### src/rtl/ifetch_arbiter_pkg.sv
// Shared types and constants for the instruction fetch controller and its
// debug-read arbiter.
package ifetch_pkg;

  typedef enum logic [1:0] {
    IDLE   = 2'd0,
    RUN    = 2'd1,
    HALTED = 2'd2
  } fetch_state_t;

  localparam logic [31:0] NOP_INST         = 32'h0000_0000;
  localparam logic [31:0] PC_STEP          = 32'd4;
  localparam logic [31:0] DEFAULT_RESET_PC = 32'h0000_0000;

  // The ROM is word-addressed, so every byte address is truncated to its word.
  function automatic logic [31:0] word_align(input logic [31:0] addr);
    return {addr[31:2], 2'b00};
  endfunction

endpackage

### src/rtl/ifetch_arbiter_if.sv
// Debug read port sharing the instruction ROM. The requester holds dbg_req
// until it sees the one-cycle dbg_ack pulse, which qualifies dbg_data.
interface ifetch_arbiter_if;

  logic        dbg_req;
  logic [31:0] dbg_addr;
  logic        dbg_ack;
  logic [31:0] dbg_data;

  modport master (
    output dbg_req,
    output dbg_addr,
    input  dbg_ack,
    input  dbg_data
  );

  modport slave (
    input  dbg_req,
    input  dbg_addr,
    output dbg_ack,
    output dbg_data
  );

endinterface

### src/rtl/ifetch_arbiter_grant.sv
// Debug grant decision for the shared ROM port. A debug read is granted whenever
// the CPU is not fetching, or is forced in after STARVE_LIMIT denied cycles.
module ifetch_grant #(
  parameter int STARVE_LIMIT = 4
) (
  input  logic clk,
  input  logic rst_n,
  input  logic dbg_req,
  input  logic dbg_ack,
  input  logic in_run,
  input  logic stall,
  output logic grant
);

  localparam logic [3:0] LIMIT = 4'(STARVE_LIMIT);

  logic [3:0] starve_cnt;
  logic       starved;

  assign starved = (starve_cnt == LIMIT);

  // dbg_ack gating makes the requester drop dbg_req before a second read is served.
  assign grant = dbg_req && !dbg_ack && (!in_run || stall || starved);

  always_ff @(posedge clk or negedge rst_n) begin
    if (!rst_n) begin
      starve_cnt <= 4'd0;
    end else if (grant || !dbg_req) begin
      starve_cnt <= 4'd0;
    end else if (in_run && !starved) begin
      starve_cnt <= starve_cnt + 4'd1;
    end
  end

endmodule

### src/rtl/ifetch_arbiter.sv
// Fetch controller: owns the PC, sequences ROM fetch into the IF/ID register
// and lends the ROM read port to the debug requester.
//
//   state  | meaning
//   -------+-----------------------------------------------------------
//   IDLE   | first cycle after reset release, no fetch yet
//   RUN    | fetching one instruction per cycle unless stalled/stolen
//   HALTED | no CPU fetch; debug reads served immediately
module ifetch_arbiter
  import ifetch_pkg::*;
#(
  parameter logic [31:0] RESET_PC     = DEFAULT_RESET_PC,
  parameter int          STARVE_LIMIT = 4
) (
  input  logic                    clk,
  input  logic                    rst_n,
  input  logic                    stall,
  input  logic                    redirect,
  input  logic [31:0]             redirect_pc,
  input  logic                    halt_req,
  input  logic                    resume,
  ifetch_arbiter_if.slave         dbg,
  output logic [31:0]             rom_pc,
  input  logic [31:0]             rom_inst,
  output logic                    if_valid,
  output logic [31:0]             if_pc,
  output logic [31:0]             if_inst,
  output logic                    halted,
  output logic                    fetch_err
);

  fetch_state_t state_q, state_d;
  logic [31:0]  pc_q;
  logic         in_run;
  logic         grant;
  logic         fetch;
  logic         stolen;

  assign in_run = (state_q == RUN);

  ifetch_grant #(
    .STARVE_LIMIT (STARVE_LIMIT)
  ) u_grant (
    .clk     (clk),
    .rst_n   (rst_n),
    .dbg_req (dbg.dbg_req),
    .dbg_ack (dbg.dbg_ack),
    .in_run  (in_run),
    .stall   (stall),
    .grant   (grant)
  );

  assign fetch  = in_run && !stall && !grant;
  assign stolen = in_run && !stall && grant;

  assign rom_pc = grant ? word_align(dbg.dbg_addr) : pc_q;
  assign halted = (state_q == HALTED);

  always_ff @(posedge clk or negedge rst_n) begin
    if (!rst_n) begin
      state_q <= IDLE;
    end else begin
      state_q <= state_d;
    end
  end

  always_comb begin
    state_d = state_q;
    case (state_q)
      IDLE:    state_d = halt_req ? HALTED : RUN;
      RUN:     if (halt_req) state_d = HALTED;
      HALTED:  if (resume && !halt_req) state_d = RUN;
      default: state_d = IDLE;
    endcase
  end

  // Redirect owns the PC in every state and beats both fetch and stolen slots.
  always_ff @(posedge clk or negedge rst_n) begin
    if (!rst_n) begin
      pc_q <= RESET_PC;
    end else if (redirect) begin
      pc_q <= word_align(redirect_pc);
    end else if (fetch) begin
      pc_q <= pc_q + PC_STEP;
    end
  end

  always_ff @(posedge clk or negedge rst_n) begin
    if (!rst_n) begin
      if_valid <= 1'b0;
      if_pc    <= 32'h0;
      if_inst  <= NOP_INST;
    end else begin
      if (redirect) begin
        if_valid <= 1'b0;
      end else if (!stall) begin
        if_valid <= fetch;
      end
      if (fetch && !redirect) begin
        if_pc   <= pc_q;
        if_inst <= rom_inst;
      end
    end
  end

  always_ff @(posedge clk or negedge rst_n) begin
    if (!rst_n) begin
      dbg.dbg_ack  <= 1'b0;
      dbg.dbg_data <= 32'h0;
    end else begin
      dbg.dbg_ack <= grant;
      if (grant) begin
        dbg.dbg_data <= rom_inst;
      end
    end
  end

  // Sticky until reset so software can find out a bad target was ever taken.
  always_ff @(posedge clk or negedge rst_n) begin
    if (!rst_n) begin
      fetch_err <= 1'b0;
    end else if (redirect && (redirect_pc[1:0] != 2'b00)) begin
      fetch_err <= 1'b1;
    end
  end

  // Only visible in simulation builds; documents that stolen slots never advance the PC.
  logic unused_stolen;
  assign unused_stolen = stolen;

endmodule

### src/flat_wrapper.sv
// flat-port wrapper written by rule: the top's interface ports become plain ports
module ifetch_arbiter_flat import ifetch_pkg::*;
#(
  parameter logic [31:0] RESET_PC     = DEFAULT_RESET_PC,
  parameter int          STARVE_LIMIT = 4
)
  (clk, rst_n, stall, redirect, redirect_pc, halt_req, resume, rom_pc, rom_inst, if_valid, if_pc, if_inst, halted, fetch_err, dbg_dbg_req, dbg_dbg_addr, dbg_dbg_ack, dbg_dbg_data);
  ifetch_arbiter_if dbg_i ();
  input  logic clk;
  input  logic rst_n;
  input  logic stall;
  input  logic redirect;
  input  logic [31:0] redirect_pc;
  input  logic halt_req;
  input  logic resume;
  output logic [31:0] rom_pc;
  input  logic [31:0] rom_inst;
  output logic if_valid;
  output logic [31:0] if_pc;
  output logic [31:0] if_inst;
  output logic halted;
  output logic fetch_err;
  input wire logic [$bits(dbg_i.dbg_req)-1:0] dbg_dbg_req;
  input wire logic [$bits(dbg_i.dbg_addr)-1:0] dbg_dbg_addr;
  output wire logic [$bits(dbg_i.dbg_ack)-1:0] dbg_dbg_ack;
  output wire logic [$bits(dbg_i.dbg_data)-1:0] dbg_dbg_data;
  assign dbg_i.dbg_req = dbg_dbg_req;
  assign dbg_i.dbg_addr = dbg_dbg_addr;
  assign dbg_dbg_ack = dbg_i.dbg_ack;
  assign dbg_dbg_data = dbg_i.dbg_data;
  ifetch_arbiter #(.RESET_PC(RESET_PC), .STARVE_LIMIT(STARVE_LIMIT)) u_core (.clk(clk), .rst_n(rst_n), .stall(stall), .redirect(redirect), .redirect_pc(redirect_pc), .halt_req(halt_req), .resume(resume), .dbg(dbg_i), .rom_pc(rom_pc), .rom_inst(rom_inst), .if_valid(if_valid), .if_pc(if_pc), .if_inst(if_inst), .halted(halted), .fetch_err(fetch_err));
endmodule
### config.mk
export PLATFORM = sky130hd
export DESIGN_NAME = ifetch_arbiter_flat
export DESIGN_NICKNAME = d
export VERILOG_FILES = /design/src/rtl/ifetch_arbiter_pkg.sv /design/src/rtl/ifetch_arbiter_if.sv /design/src/rtl/ifetch_arbiter_grant.sv /design/src/rtl/ifetch_arbiter.sv /design/src/flat_wrapper.sv
export SDC_FILE = /design/constraint.sdc
export NUM_CORES = 1
export LEC_CHECK = 0
export BUFFER_PORTS_ARGS = -buffer_cell sky130_fd_sc_hd__buf_4
export CAP_MARGIN = 20
export CELL_PAD_IN_SITES_DETAIL_PLACEMENT = 1
export CELL_PAD_IN_SITES_GLOBAL_PLACEMENT = 2
export CORE_MARGIN = 10
export CORE_UTILIZATION = 31
export CTS_CLUSTER_DIAMETER = 80
export CTS_CLUSTER_SIZE = 10
export DETAILED_ROUTE_END_ITERATION = 8
export GPL_TIMING_DRIVEN = 1
export PLACE_DENSITY_LB_ADDON = 0.05
export SYNTH_ARGS = -nofsm -noshare
export SYNTH_HDL_FRONTEND = slang
export SYNTH_SLANG_ARGS = --single-unit
### constraint.sdc
create_clock -name clk -period 2.5 [get_ports clk]
set_input_delay 0.125 -clock clk [delete_from_list [all_inputs] [get_ports clk]]
set_output_delay 0.125 -clock clk [all_outputs]
set_load 0.02 [all_outputs]
[Yosys cells after proc, flatten, opt, wreduce, memory -nomap -nowiden]
Cells that the tools add are included.
Storage, ports and cells
  bits in registers: 137
  input bits: 103
  output and inout bits: 132
Operators by class
  $add $sub $neg: 2
  equality and inequality tests: 6
  multiplexer cells: 11
  reductions and logical operators: 24
Operator list (number)
  two-way mux 32 bit: 3
  adder 32 x 3 -> 32 bit (second input constant): 1
  logical AND 1 bit: 8
  logical NOT 1 bit: 8
  two-way mux 4 bit: 2
  two-way mux 2 bit: 3
  one-hot mux 2 bit (3 select lines): 1
  nonzero test 2 bit: 3
  adder 4 x 1 -> 4 bit (second input constant): 1
  equality test 4 x 3 -> 1 bit (second input constant): 1
  inequality test 2 x 1 -> 1 bit (second input constant): 2
  logical OR 1 bit: 3
  equality test 2 x 1 -> 1 bit (second input constant): 1
  equality test 2 bit (second input constant): 1
  logical NOT 2 bit: 1
  two-way mux 1 bit: 2
  inequality test 2 bit (second input constant): 1
  AND reduction 2 bit: 1

[Logic depth before layout (Yosys ltp)]
  word-level depth: 9
  gate-level depth with buffers: 8
  gate-level depth less buffers: 6

[Cells and area by module]
Synthesis repeated with hierarchy kept, for this count alone.
Second synthesis, totals
  cell total of the unflattened synthesis: 500
  area, all modules: 6165.9 um2
By module, submodules not included
  ifetch_arbiter: instances 1, cells an instance 471, area an instance 5879.4 um2, sequential area each 3228.1 um2
  ifetch_grant: instances 1, cells an instance 29, area an instance 286.5 um2, sequential area each 100.1 um2

[Worst setup path before layout]
OpenSTA, ideal clock, no wires.
  kind: reg-to-output
  start: reg u_core.u_grant.starve_cnt[0]
  end: out rom_pc[10]
  data arrival time: 1.867 ns
  data required time: 2.375 ns
  slack: 0.508 ns
  cell stages (with the launch flop): 8
  path buffers: 1
  cell sequence: dfrtp_1 inv_1 ha_1 nand3b_1 nand2_1 o21ai_2 buf_2 mux2_2
Between the ends
  word-level cells in the longest chain between the ends: 4
Ends and longest elaborated chain
  start: declaration: line ifetch_arbiter_grant.sv:17  | logic [3:0] starve_cnt;
  start signal: assignment: line ifetch_arbiter_grant.sv:31  | starve_cnt <= starve_cnt + 4'd1;
  equality test 4 x 3 -> 1 bit: line ifetch_arbiter_grant.sv:20  | assign starved = (starve_cnt == LIMIT);
  logical OR 1 bit: line ifetch_arbiter_grant.sv:23  | assign grant = dbg_req && !dbg_ack && (!in_run || stall || starved);
  logical AND 1 bit: line ifetch_arbiter_grant.sv:23
  two-way mux 32 bit: line ifetch_arbiter.sv:56  | assign rom_pc = grant ? word_align(dbg.dbg_addr) : pc_q;
  end: declaration: line flat_wrapper.sv:16  | output logic [31:0] rom_pc;
Every way passes these cells.

[Final worst setup path]
  start: reg u_core.u_grant.starve_cnt[0]
  end: out rom_pc[11]
Same word-level chain as after synthesis.

==> impl_results.md <==
- Hold Path Class: input pin to register
- Yosys top cell area share: 53.70%
- Worst setup EP type: output pin
- Syn. warnings: 0
- Largest net degree at the start of global routing: 62
- Core area: ~20,000 um2
- Cells after synthesis: 496
- # rows: approximately 50
- CTS tree: yes
- Synth Area per Inst: about 12 um2
- Cell variety after synth: 50
- Nets: between 900 and 1,000
- Vias per cell: between 4 and 5
- Root buf cell: clkbuf_16
- Critical path peak fanout: 12
- WP data required: around 2.4 ns
- Asr flop ratio synth: 100.0%
- Layout fillers: roughly 2,100
- Tcrit/Tclk final: a little over nine tenths
- Final core occ: between 40% and 50%
- MaxCap Viol Count: 0
- Cell taking the most area after synthesis: dfrtp_1
- Routed WL per cell: slightly below 20 um
- First-pass GRT wire length: between 30,000 and 40,000 um
- Placer Congestion: about 0.71
- Maximum clock insertion buffer count: 2
- Final setup fails: 0
- Critical Path AT: 2.28 ns
- Grt total ovfl: 0
- DP HPWL: roughly 15,000 um
- Clk_skew: 0.01418 ns
- CTS Buf Count: 17
- DP Worst Slack: ~0.24 ns
- DRC violations left: 0
- Kind of critical path: register to output pin
- Final WS setup: approximately 0.1 ns
- Vias in the first global route: just under 6,000
- Share of cells above drive strength 1: 51.21%
- Area Growth Syn to Fin: 57.10%
- Multi-input gate area: 2698 um2
- Total GRT Usage: around 16%
- Area contributors post-synth: dfrtp_1 54%, mux2_2 21%, a31oi_1 2.3%
- Maximum VDD drop: around 0.00047 V
- Number of synthesized register bits: 133
- Pwr/cell area: 848.3 nW/um2
- Final period demand of the worst path: 2.401 ns
- Seq/Total Area, Yosys: roughly 54%
- Slew HR: 45.83%
- Commonest cells post-synth: 133 x dfrtp_1, 118 x mux2_2, 23 x a31oi_1, 23 x nor2_1, 21 x nand2_1
- Mapped Area: a little over 6000 um2
- Clk sink count: between 100 and 150
- Final-report max-slew violation count: 0
- Antenna violations before repair: 2
- Final hold vios: 0
- Worst-Margin Slew: between 0.8 and 0.9 ns
- Synth Flop Type: dfrtp_1
- Total routed wirelength: 21,290 um
- EDFF count, synth: 0
- Initial core utilization: 31.63%
- Register area: between 3000 and 4000 um2
- # IOs: about 240
- H-tree Lvls: 4
- Die X: between 150 and 200 um
- Die ar.: between 20,000 and 30,000 um2
- Clock-pin transition on the worst setup and hold timing paths: about 0.070 ns
- Die Height: between 150 and 200 um
- Top-count cell post-synth: dfrtp_1
- DRT iter0 DRCs: 164
- Leakage: approximately 0.0043 uW
- Maximum clock rate: approximately 0.42 GHz
- Worst-Skew Late Latency: between 0.4 and 0.5 ns
- Port bufs: between 200 and 250
- Routed Antenna Nets: 0
- DR pass1 iterations: 4
- Status: finished clean
- DR vias: roughly 5,300
- Critical path startpoint category: register
==> cells by family (layout without fill, tap and decap cells) <==
logic type	after synthesis	after routing	share of synthesized area, %
muxes	125	125	22.69
xor gates and xnor gates	8	8	1.131
other	1	6	0.06051
and+or+nand+nor	111	111	10.18
adders and majority gates	3	3	0.6058
AOI/OAI and AO/OA	76	76	8.439
buffers and inverters	39	368	3.190
DFF	133	133	53.70
==> report_power, final <==
part	switching, uW	internal, uW	leakage (uW)	total [uW]
logic	1370	1340	0.00247	2710
registers	325	2660	0.00158	2990
clock network	1030	1530	0.000296	2560
total	2730	5530	0.00434	8260
==> worst max-delay path, cell delays in order (launching register included) <==
cell	delay, ns
dfrtp_1	0.35
inv_1	0.06
ha_1	0.20
nand3b_1	0.15
nand2_2	0.10
o21ai_4	0.18
bufbuf_16	0.32
mux2_2	0.34
buf_4	0.16
==> per-layer routing <==
metal	part of all wire, %	vias up	track usage [%]
li1	-	2468	-
met1	44	2628	19.66
met2	50	151	26.90
met3	5.0	12	3.940
met4	0.84	0	4.342
met5	0	-	0
==> metrics by stage <==
stage                      TNS, ns  power (uW)  instances  hold slack, ns  cell area, um2
after floorplan                  0        4300        499         -0.1706            6208
after global placement           0        5555        974          0.1549            8248
after detailed placement         0        5630        974          0.1626            8248
after CTS                        0        8370       1082        0.009951            9648
after global routing      -0.01309        8699       1095         0.03369            9736
final                            0        8258       1095         0.02674            9736
==> flip-flops by register name, summed over array words and instances (netlist names) <==
register	count
u_core.pc_q	30
u_core.dbg.dbg_data	32
u_core.if_inst	32
u_core.if_pc	30
u_core.fetch_err	1
u_core.state_q	2
u_core.dbg.dbg_ack	1
u_core.if_valid	1
u_core.u_grant.starve_cnt	4
==> final cells by class <==
type / instances / area share, %
sequential: 133 / 34.19
timing repair buffer: 328 / 28.13
multi-input combinational: 327 / 27.71
clock buffer: 18 / 4.511
tap: 265 / 3.406
clock inverter: 14 / 1.696
inverter: 8 / 0.3084
antenna: 2 / 0.05141
==> final timing paths <==
check	from	endpoint	slack [ns]	cells after the start
worst max-delay path	u_core.u_grant.starve_cnt[0]$_DFFE_PN0P_	rom_pc[11]	0.1	8
worst min-delay path	redirect	u_core.if_valid$_DFFE_PN0P_	0.03	2
worst max register to register	u_core.u_grant.starve_cnt[0]$_DFFE_PN0P_	u_core.pc_q[29]$_DFFE_PN0P_	0.18	10
worst min register to register	u_core.fetch_err$_DFFE_PN0P_	u_core.fetch_err$_DFFE_PN0P_	0.48	1
max in group asynchronous	rst_n	u_core.if_pc[5]$_DFFE_PN0P_	1.42	3
min in group asynchronous	rst_n	u_core.if_inst[2]$_DFFE_PN0P_	0.27	2
==> placed cells by master (no fill, tap or decap), types with 5 or more instances in the layout <==
cell / count
mux2_2: 118
inv_1: 7
buf_4: 252
a21oi_1: 5
or4_1: 13
o21ai_0: 16
nand3_1: 11
nor2_1: 23
nand2_1: 20
a31oi_1: 23
dlygate4sd3_1: 69
clkbuf_16: 17
dfrtp_1: 133
or3_1: 7
xor2_1: 5
nand4_1: 7
mux2_1: 6
o31ai_1: 11
==> timing repair <==
item,in CTS,in global routing
hold buffers,69,0
setup buffers,5,11
endpoints found under the setup margin,30,30
resized for setup,1,0
pin swaps,1,2
hold endpoints to repair,161,0
cloned,2,0
(Power assumes the default switching activity.)
